[src/rtl/sink_match_pkg.sv]
// Shared types and width helpers for the sink-ID lookup engine.
package sink_match_pkg;

    localparam int unsigned DEF_ID_W  = 5;
    localparam int unsigned DEF_DEPTH = 10;

    typedef enum logic [1:0] {
        IDLE,
        SCAN,
        RESP
    } state_t;

    // Smallest r with 2**r >= v.
    function automatic int unsigned clog2(input int unsigned v);
        int unsigned r;
        r = 0;
        for (int unsigned i = 0; i < 32; i++) begin
            if ((33'd1 << i) < 33'(v)) begin
                r = i + 1;
            end
        end
        return r;
    endfunction

    function automatic int unsigned idx_w(input int unsigned depth);
        return (clog2(depth) > 1) ? clog2(depth) : 1;
    endfunction

    function automatic int unsigned cnt_w(input int unsigned depth);
        return clog2(depth + 1);
    endfunction

endpackage

[src/rtl/sink_id_matcher_if.sv]
// Table-write, query and result channels of the sink-ID lookup engine.
interface sink_id_matcher_if
    import sink_match_pkg::*;
#(
    parameter int unsigned ID_W  = DEF_ID_W,
    parameter int unsigned DEPTH = DEF_DEPTH
) ();

    localparam int unsigned IDX_W = idx_w(DEPTH);
    localparam int unsigned CNT_W = cnt_w(DEPTH);

    logic             clr;
    logic             wr_en;
    logic [IDX_W-1:0] wr_addr;
    logic [ID_W-1:0]  wr_id;
    logic             q_valid;
    logic             q_ready;
    logic [ID_W-1:0]  q_id;
    logic             r_valid;
    logic             r_ready;
    logic             r_hit;
    logic [IDX_W-1:0] r_idx;
    logic [CNT_W-1:0] r_count;

    modport slave (
        input  clr, wr_en, wr_addr, wr_id, q_valid, q_id, r_ready,
        output q_ready, r_valid, r_hit, r_idx, r_count
    );

    modport master (
        output clr, wr_en, wr_addr, wr_id, q_valid, q_id, r_ready,
        input  q_ready, r_valid, r_hit, r_idx, r_count
    );

endinterface

[src/rtl/sink_id_table.sv]
// DEPTH x ID_W sink-ID storage with per-entry valid bits; a write wins over a same-cycle clear.
module sink_id_table
    import sink_match_pkg::*;
#(
    parameter int unsigned ID_W  = DEF_ID_W,
    parameter int unsigned DEPTH = DEF_DEPTH
) (
    input  logic                      clock,
    input  logic                      reset,
    input  logic                      clr,
    input  logic                      wr_en,
    input  logic [idx_w(DEPTH)-1:0]   wr_addr,
    input  logic [ID_W-1:0]           wr_id,
    output logic [DEPTH*ID_W-1:0]     ids,
    output logic [DEPTH-1:0]          valid
);

    localparam int unsigned IDX_W = idx_w(DEPTH);

    always_ff @(posedge clock) begin
        if (reset) begin
            valid <= '0;
        end else begin
            for (int unsigned k = 0; k < DEPTH; k++) begin
                if (wr_en && wr_addr == IDX_W'(k)) begin
                    valid[k] <= 1'b1;
                end else if (clr) begin
                    valid[k] <= 1'b0;
                end
            end
        end
    end

    // ID contents are don't-care until their valid bit is set, so no reset.
    always_ff @(posedge clock) begin
        for (int unsigned k = 0; k < DEPTH; k++) begin
            if (wr_en && wr_addr == IDX_W'(k)) begin
                ids[k*ID_W +: ID_W] <= wr_id;
            end
        end
    end

endmodule

[src/rtl/sink_id_matcher.sv]
// Sequential sink-ID lookup: scans the table LANES entries per cycle and reports hit,
// lowest matching index and match count over a valid/ready result channel.
module sink_id_matcher
    import sink_match_pkg::*;
#(
    parameter int unsigned ID_W  = DEF_ID_W,
    parameter int unsigned DEPTH = DEF_DEPTH,
    parameter int unsigned LANES = 1
) (
    input  logic              clock,
    input  logic              reset,
    sink_id_matcher_if.slave  bus
);

    localparam int unsigned IDX_W = idx_w(DEPTH);
    localparam int unsigned CNT_W = cnt_w(DEPTH);
    localparam int unsigned PTR_W = IDX_W + 1;

    logic [DEPTH*ID_W-1:0] ids;
    logic [DEPTH-1:0]      valid;
    logic [ID_W-1:0]       id_arr [DEPTH];

    state_t           state, state_n;
    logic [PTR_W-1:0] ptr, ptr_n;
    logic [ID_W-1:0]  key, key_n;
    logic             hit, hit_n;
    logic [IDX_W-1:0] idx, idx_n;
    logic [CNT_W-1:0] cnt, cnt_n;

    logic             lane_any;
    logic [IDX_W-1:0] lane_idx;
    logic [CNT_W-1:0] lane_cnt;

    sink_id_table #(
        .ID_W  (ID_W),
        .DEPTH (DEPTH)
    ) u_table (
        .clock   (clock),
        .reset   (reset),
        .clr     (bus.clr),
        .wr_en   (bus.wr_en),
        .wr_addr (bus.wr_addr),
        .wr_id   (bus.wr_id),
        .ids     (ids),
        .valid   (valid)
    );

    always_comb begin
        for (int unsigned k = 0; k < DEPTH; k++) begin
            id_arr[k] = ids[k*ID_W +: ID_W];
        end
    end

    // Lanes past the end of the table are masked; the lowest matching lane wins.
    always_comb begin : lanes
        logic [PTR_W-1:0] e;
        lane_any = 1'b0;
        lane_idx = '0;
        lane_cnt = '0;
        e        = '0;
        for (int unsigned l = 0; l < LANES; l++) begin
            e = ptr + PTR_W'(l);
            if (32'(e) < DEPTH) begin
                if (valid[e[IDX_W-1:0]] && id_arr[e[IDX_W-1:0]] == key) begin
                    if (!lane_any) begin
                        lane_idx = e[IDX_W-1:0];
                    end
                    lane_any = 1'b1;
                    lane_cnt = lane_cnt + CNT_W'(1);
                end
            end
        end
    end

    always_ff @(posedge clock) begin
        if (reset) begin
            state <= IDLE;
            ptr   <= '0;
            key   <= '0;
            hit   <= 1'b0;
            idx   <= '0;
            cnt   <= '0;
        end else begin
            state <= state_n;
            ptr   <= ptr_n;
            key   <= key_n;
            hit   <= hit_n;
            idx   <= idx_n;
            cnt   <= cnt_n;
        end
    end

    always_comb begin
        state_n = state;
        ptr_n   = ptr;
        key_n   = key;
        hit_n   = hit;
        idx_n   = idx;
        cnt_n   = cnt;
        unique case (state)
            IDLE: begin
                if (bus.q_valid) begin
                    key_n   = bus.q_id;
                    ptr_n   = '0;
                    hit_n   = 1'b0;
                    idx_n   = '0;
                    cnt_n   = '0;
                    state_n = SCAN;
                end
            end
            SCAN: begin
                cnt_n = cnt + lane_cnt;
                if (!hit && lane_any) begin
                    idx_n = lane_idx;
                end
                hit_n = hit | lane_any;
                ptr_n = ptr + PTR_W'(LANES);
                if (32'(ptr) + LANES >= DEPTH) begin
                    state_n = RESP;
                end
            end
            RESP: begin
                if (bus.r_ready) begin
                    state_n = IDLE;
                end
            end
            default: state_n = IDLE;
        endcase
    end

    assign bus.q_ready = (state == IDLE);
    assign bus.r_valid = (state == RESP);
    assign bus.r_hit   = hit;
    assign bus.r_idx   = idx;
    assign bus.r_count = cnt;

endmodule

[src/flat_wrapper.sv]
// flat-port wrapper written by rule: the top's interface ports become plain ports
module sink_id_matcher_flat import sink_match_pkg::*;
#(
    parameter int unsigned ID_W  = DEF_ID_W,
    parameter int unsigned DEPTH = DEF_DEPTH,
    parameter int unsigned LANES = 1
)
  (clock, reset, bus_clr, bus_wr_en, bus_wr_addr, bus_wr_id, bus_q_valid, bus_q_id, bus_r_ready, bus_q_ready, bus_r_valid, bus_r_hit, bus_r_idx, bus_r_count);
  sink_id_matcher_if #(.ID_W(ID_W), .DEPTH(DEPTH)) bus_i ();
  input  logic clock;
  input  logic reset;
  input wire logic [$bits(bus_i.clr)-1:0] bus_clr;
  input wire logic [$bits(bus_i.wr_en)-1:0] bus_wr_en;
  input wire logic [$bits(bus_i.wr_addr)-1:0] bus_wr_addr;
  input wire logic [$bits(bus_i.wr_id)-1:0] bus_wr_id;
  input wire logic [$bits(bus_i.q_valid)-1:0] bus_q_valid;
  input wire logic [$bits(bus_i.q_id)-1:0] bus_q_id;
  input wire logic [$bits(bus_i.r_ready)-1:0] bus_r_ready;
  output wire logic [$bits(bus_i.q_ready)-1:0] bus_q_ready;
  output wire logic [$bits(bus_i.r_valid)-1:0] bus_r_valid;
  output wire logic [$bits(bus_i.r_hit)-1:0] bus_r_hit;
  output wire logic [$bits(bus_i.r_idx)-1:0] bus_r_idx;
  output wire logic [$bits(bus_i.r_count)-1:0] bus_r_count;
  assign bus_i.clr = bus_clr;
  assign bus_i.wr_en = bus_wr_en;
  assign bus_i.wr_addr = bus_wr_addr;
  assign bus_i.wr_id = bus_wr_id;
  assign bus_i.q_valid = bus_q_valid;
  assign bus_i.q_id = bus_q_id;
  assign bus_i.r_ready = bus_r_ready;
  assign bus_q_ready = bus_i.q_ready;
  assign bus_r_valid = bus_i.r_valid;
  assign bus_r_hit = bus_i.r_hit;
  assign bus_r_idx = bus_i.r_idx;
  assign bus_r_count = bus_i.r_count;
  sink_id_matcher #(.ID_W(ID_W), .DEPTH(DEPTH), .LANES(LANES)) u_core (.clock(clock), .reset(reset), .bus(bus_i));
endmodule
[config.mk]
export PLATFORM = sky130hd
export DESIGN_NAME = sink_id_matcher_flat
export DESIGN_NICKNAME = d
export VERILOG_FILES = /design/src/rtl/sink_match_pkg.sv /design/src/rtl/sink_id_matcher_if.sv /design/src/rtl/sink_id_table.sv /design/src/rtl/sink_id_matcher.sv /design/src/flat_wrapper.sv
export SDC_FILE = /design/constraint.sdc
export NUM_CORES = 1
export LEC_CHECK = 0
export ABC_AREA = 1
export CAP_MARGIN = 5
export CORE_ASPECT_RATIO = 1.5
export CORE_MARGIN = 2
export CORE_UTILIZATION = 40
export CTS_BUF_LIST = sky130_fd_sc_hd__clkbuf_16
export CTS_CLUSTER_DIAMETER = 30
export DETAILED_ROUTE_END_ITERATION = 10
export PLACE_DENSITY = 0.58
export SYNTH_ARGS = -nofsm -noshare
export SYNTH_HDL_FRONTEND = slang
export SYNTH_SLANG_ARGS = --single-unit
[constraint.sdc]
create_clock -name clock -period 2.93 [get_ports clock]
set_input_delay 0.293 -clock clock [delete_from_list [all_inputs] [get_ports clock]]
set_output_delay 0.293 -clock clock [all_outputs]
set_load 0.005 [all_outputs]
==> metrics.txt, run 1 <==
# port buffers 30; Power Density 612 mW/mm²; ANT nets after route 0; Post-route DRC 0; crit path max fanout 20; total gr overflow 0; Max-slew headroom 0.534; fin nets about 500; maximum VDD drop ~370 µV; total power 2.80 mW; detailed placement HPWL 6290 µm; root buffer cell clkbuf_16; initial antenna violation count 0; number of global-route vias before repair between 2000 and 3000; Detailed Route Iter0 Violations 155; Setup TNS Final 0 ps; routed via count between 2000 and 3000; first-pass GRT wire length about 14000 µm; Post-Route WL between 8000 and 9000 µm; kind of critical path reg2reg; Mapped Cells 444; count of cell types in the netlist 35; Critical Path RT ~3200 ps; Placeable Area 0.00958 mm²; Synth-to-Final Area Change 17.6%; fin crit period 2530 ps; CTS H-tree lvls 3; Clock Tree Buf Depth 2; Worst-Skew Late Latency 340 ps; Worst Clk Skew 5.08 ps; Final Instance Area 0.00457 mm²; worst slew pin tran 696 ps; final setup violation count 0; Avg Vias per Cell between 4 and 5; worst path arrival time between 2000 and 3000 ps; fmax ~400 MHz; largest net degree at the start of global routing 29; Hold Buf Count CTS 0; die height 125 µm; final hold vios 0; Yosys top cell area share 0.387; Max Cap Viol 0; outcome completed; Top-Level Pins 31; Post-synth EDFFs 50; period utilization 0.864; Final Max Tran Viols 0; Avg Inst Size Synth around 8.7 µm²; FFs w/ async S/R, synth 0; Synth top cells by count nand2_1 (121), edfxtp_1 (50), inv_1 (49), nand3_1 (45), nor2_1 (41); diodes inserted 0; sequential area share after synthesis 0.547; post-CTS setup buffers 0; Leakage roughly 1.9 nW; Hold Path Class reg2reg; syn nets 468; total track usage 0.178; num rows 44; RSZ-0062 raised after global routing false; Ys Warns 0; gp weighted congestion around 0.88; share of layout cells above drive strength 1 0.108; Area contributors post-synth edfxtp_1 (39%), dfxtp_1 (16%), nand2_1 (12%); placed cell area 0.00425 mm²; CTS tree done; CP Capture Type flop; Num CTS Buffers 9; initial core utilization 0.405; total die area approximately 0.011 mm²; Startpoint Class flop; CTS Sinks 81; Detailed Routing Iterations Pass 1 6; Routed wire per std cell 14.6 µm; Synth Flop Type edfxtp_1; Worst-path clk slew ~60 ps; post-CTS sizing 0; largest area contributor in the netlist edfxtp_1; most frequent cell after synthesis nand2_1; Post-Syn Area 0.00388 mm²; synthesis-stage register bit count 81; die width 84.4 µm
-- flip-flops by register name, indices dropped and copies added (netlist names) --
| signal | count |
|---|---|
| u_core.bus.r_count | 4 |
| u_core.bus.r_hit | 1 |
| u_core.bus.r_idx | 4 |
| u_core.key | 5 |
| u_core.ptr | 5 |
| u_core.state | 2 |
| u_core.u_table.ids | 50 |
| u_core.u_table.valid | 10 |
-- routing by layer --
metal / track usage / wire (µm)
met5: 0 / 0
met4: 0.0812 / 229
met3: 0.0331 / 315
met2: 0.328 / 4810
met1: 0.193 / 3370
-- worst max-delay path, cell delays in order (launching register included) --
cell and delay, ps:
dfxtp_1 480, buf_4 310, nand2_1 80, nand2_1 90
nand2_1 70, nand3_2 90, nand3_2 130, nand3_1 130
nand2_1 100, nor2_4 150, and3_1 190, ha_1 180
ha_1 160, xor2_1 140, nand2_1 60, a21oi_1 110
-- cell usage in the layout, fill, tap and decap left out, types with 4 or more instances in the layout --
cell             synthesis  final
nand2_2                 12     12
a21oi_1                 28     28
nand3_2                  8      8
ha_1                     4      4
o21ai_0                  6      6
nand3_1                 45     45
edfxtp_1                50     50
clkdlybuf4s50_1          0     30
dfxtp_1                 31     31
inv_1                   49     50
nand2_1                121    121
clkbuf_16                0      9
buf_4                    2      6
clkinv_1                 5      7
nor2_1                  41     41
inv_2                    5      5
-- cell type report --
type	count	area (µm²)
Clock buffer	9	225
Clock inverter	7	87.6
Fill cell	946	5010
Inverter	60	233
Multi-Input combinational cell	289	1410
Sequential cell	81	2120
Tap cell	115	144
Timing Repair Buffer	36	345
-- stage by stage --
stage	setup WS [ps]	hold WS [ps]	cells	utilization
after CTS	353	471	597	0.477
after detailed placement	368	462	581	0.444
final	398	470	597	0.477
after global placement	400	455	581	0.444
after floorplan	807	371	444	-
after global routing	160	490	597	0.477
-- final timing paths --
path | start | end | slack (ps) | cells past startpoint
max reg2reg | u_core.ptr[0]$_SDFFE_PP0P_ | u_core.bus.r_count[2]$_SDFFE_PP0P_ | 400 | 15
min reg2reg | u_core.u_table.valid[0]$_SDFFE_PP0P_ | u_core.u_table.valid[0]$_SDFFE_PP0P_ | 470 | 2
min | u_core.u_table.valid[0]$_SDFFE_PP0P_ | u_core.u_table.valid[0]$_SDFFE_PP0P_ | 470 | 2
max | u_core.ptr[0]$_SDFFE_PP0P_ | u_core.bus.r_count[2]$_SDFFE_PP0P_ | 400 | 15
-- kinds of logic (layout without fill, tap and decap cells) --
group           after synthesis  after routing  synth area share
simple gates                242            242             0.289
flops                        81             81             0.547
buf+inv                      74            112            0.0902
compound gates               39             39            0.0525
fa+ha+maj                     4              4            0.0129
xor+xnor                      4              4           0.00903
-- report_power, final --
part | total [mW] | internal, mW | switching (mW)
Combinational | 0.346 | 0.125 | 0.221
Sequential | 1.27 | 1.25 | 0.0213
Clock | 1.18 | 0.738 | 0.445
(Power assumes the default switching activity.)
==> run 2: changes to the inputs <==
--- a/config.mk
+++ b/config.mk
@@ -14,6 +14,8 @@
 export CTS_CLUSTER_DIAMETER = 30
 export DETAILED_ROUTE_END_ITERATION = 10
 export PLACE_DENSITY = 0.58
+export SLEW_MARGIN = 10
 export SYNTH_ARGS = -nofsm -noshare
 export SYNTH_HDL_FRONTEND = slang
 export SYNTH_SLANG_ARGS = --single-unit
+export TNS_END_PERCENT = 100
==> constraint.sdc (replaced) <==
create_clock -name clock -period 2.93 [get_ports clock]
set_input_delay 0.293 -clock clock [delete_from_list [all_inputs] [get_ports clock]]
set_output_delay 0.293 -clock clock [all_outputs]
set_load 0.1 [all_outputs]
==> run 2 against run 1 <==
Utilization decreased by 0.46 points. Total power decreased by 0.78%. Non-clock buffer count increased by 1. Worst setup slack got worse by 53 ps. Fmax decreased by 2.0%. Combinational power increased by 18%. Highest routed layer unchanged. Critical endpoint unchanged. Largest power group unchanged. Cell count increased by 0.17%. Die area unchanged. Largest cell class unchanged.
==> metrics.txt, run 2 (synthesis results as in run 1) <==
Worst-Skew Late Latency 340 ps (about the same); Max-slew headroom 0.562 (was 0.534); root buffer cell clkbuf_16 (unchanged); routed via count 2918 (was 2943); CP max stage cell dfxtp_1 (unchanged); most frequent cells in the layout nand2_1 (121), inv_1 (51), edfxtp_1 (50) (was nand2_1 (121), inv_1 (50), edfxtp_1 (50)); beginning of the critical path u_core.ptr[0]$_SDFFE_PP0P_ (unchanged); Routed wire per std cell 14.8 µm (was 14.6 µm); footprint of the multi-input gates 0.00141 mm² (unchanged); total gr overflow 0 (unchanged); fin crit period 2580 ps (was 2530 ps); final setup violation count 0 (unchanged); final core occ 0.472 (was 0.477); Detailed Routing Iterations Pass 1 4 (was 6); CTS tree done (unchanged); Crit. path cell count 15 (unchanged); number of global-route vias before repair 2932 (was 2855); fin nets 502 (was 501); num rows 44 (unchanged); Post-Route WL 8860 µm (was 8730 µm); Top-Level Pins 31 (unchanged); max reg flops 50 (unchanged); CTS H-tree lvls 3 (unchanged); post-CTS setup buffers 0 (unchanged); Clock Tree Buf Depth 2 (unchanged); maximum VDD drop 413 µV (was 373 µV); Post-route DRC 0 (unchanged); Filler Cell Count 969 (was 946); worst path arrival time 2840 ps (was 2800 ps); worst slew pin tran 655 ps (was 696 ps); worst reg2reg setup slack 350 ps (was 400 ps); R2R cell count 15 (unchanged); ANT nets after route 0 (unchanged); Leakage 1.89 nW (was 1.87 nW); share of layout cells above drive strength 1 0.135 (was 0.108); diodes inserted 0 (unchanged); gp weighted congestion 0.878 (was 0.875); Hold Path Class reg2reg (unchanged); Detailed Route Iter0 Violations 111 (was 155); Worst Path Buf+Inv 1 (unchanged); Power Density 613 mW/mm² (was 612 mW/mm²); Setup TNS Final 0 ps (unchanged); Hold Buf Count CTS 0 (unchanged); Worst Clk Skew 6.08 ps (was 5.08 ps); final hold vios 0 (unchanged); die height 125 µm (unchanged); Num CTS Buffers 9 (unchanged); Final Max Tran Viols 0 (unchanged); Avg Vias per Cell 4.88 (was 4.93); period utilization 0.882 (was 0.864); slowest cell delay on critical path 480 ps (about the same); initial antenna violation count 0 (unchanged); Largest regs u_core.u_table.ids (50), u_core.u_table.valid (10) (unchanged); initial core utilization 0.405 (unchanged); FF-to-FF Start u_core.ptr[0]$_SDFFE_PP0P_ (unchanged); most common cell after layout, fill and taps aside nand2_1 (unchanged); RSZ-0062 raised after global routing false (unchanged); total track usage 0.181 (was 0.178); crit path max fanout 20 (unchanged); Synth-to-Final Area Change 16.5% (was 17.6%); Placeable Area 0.00958 mm² (unchanged); CP most frequent cell nand2_1 (unchanged); CP Capture Type flop (unchanged); critical path, cell by cell buf_4 -> nand2_1 -> nand2_1 -> nand2_1 -> nand3_2 -> nand3_2 -> nand3_1 -> nand2_1 -> nor2_4 -> and3_1 -> ha_1 -> ha_1 -> xor2_1 -> nand2_1 -> a21oi_1 (unchanged); Max Cap Viol 0 (unchanged); register area 0.00212 mm² (unchanged); crit-path leading delay family simple AND/OR/NAND/NOR gates (unchanged); Reg with most FFs u_core.u_table.ids (unchanged); outcome completed (unchanged); # port buffers 30 (unchanged); detailed placement HPWL 6350 µm (was 6290 µm); Critical Path RT 3190 ps (was 3200 ps); CP Capture Point u_core.bus.r_count[2]$_SDFFE_PP0P_ (unchanged); Worst-path clk slew 60 ps (about the same); fmax 387 MHz (was 395 MHz); kind of critical path reg2reg (unchanged); CTS Sinks 81 (unchanged); Startpoint Class flop (unchanged); largest net degree at the start of global routing 29 (unchanged); post-CTS sizing 0 (unchanged); total die area 0.0105 mm² (unchanged); FF-to-FF End u_core.bus.r_count[2]$_SDFFE_PP0P_ (unchanged); die width 84.4 µm (unchanged); first-pass GRT wire length 14600 µm (was 14300 µm)
## run 2: final cells by class
class                   count  share of cell area
clock buffers               9              0.0498
clock inverters             7              0.0141
inverters                  60              0.0515
multi-input cells         289               0.312
flip-flops and latches     81               0.469
well taps                 115              0.0318
repair buffers             37              0.0719
## run 2: power by group
group          switching, mW  internal, mW  leakage [nW]  total (mW)
Combinational          0.287         0.121          1.03       0.409
Clock                  0.447         0.652         0.148        1.10
Sequential            0.0220          1.25         0.704        1.27
## run 2: metrics by stage
step	power, mW	hold slack (ps)	std cells	instance area (µm²)	worst slack [ps]
after floorplan	1.60	371	444	3880	232
after global placement	1.70	455	582	4230	366
after detailed placement	1.70	460	582	4230	303
after CTS	2.79	469	598	4520	292
after global routing	2.89	497	598	4520	82.5
final	2.77	470	598	4520	346
## run 2: how the worst min path moves through the flow
stage / end / slack, ps / startpoint / depth (start not counted)
floorplan: u_core.ptr[0]$_SDFFE_PP0P_ / 370 / reset / 1
global placement: u_core.u_table.valid[0]$_SDFFE_PP0P_ / 450 / u_core.u_table.valid[0]$_SDFFE_PP0P_ / 2
detailed placement: u_core.u_table.valid[0]$_SDFFE_PP0P_ / 460 / u_core.u_table.valid[0]$_SDFFE_PP0P_ / 2
CTS: u_core.u_table.valid[0]$_SDFFE_PP0P_ / 470 / u_core.u_table.valid[0]$_SDFFE_PP0P_ / 2
global route: u_core.u_table.valid[0]$_SDFFE_PP0P_ / 500 / u_core.u_table.valid[0]$_SDFFE_PP0P_ / 2
finish: u_core.u_table.valid[0]$_SDFFE_PP0P_ / 470 / u_core.u_table.valid[0]$_SDFFE_PP0P_ / 2
## run 2: tightest hold or removal path: stages, from the launching register on
cell     delay (ps)
dfxtp_1         310
nand2_1          60
a21oi_1          50
## run 2: metal layers
layer	routed length, µm	share of wire	GRT usage	up-vias
met5	0	0	0	-
met3	355	0.040	0.0371	25
li1	-	-	-	1500
met4	350	0.040	0.0952	0
met1	3520	0.40	0.197	1326
met2	4630	0.52	0.324	67
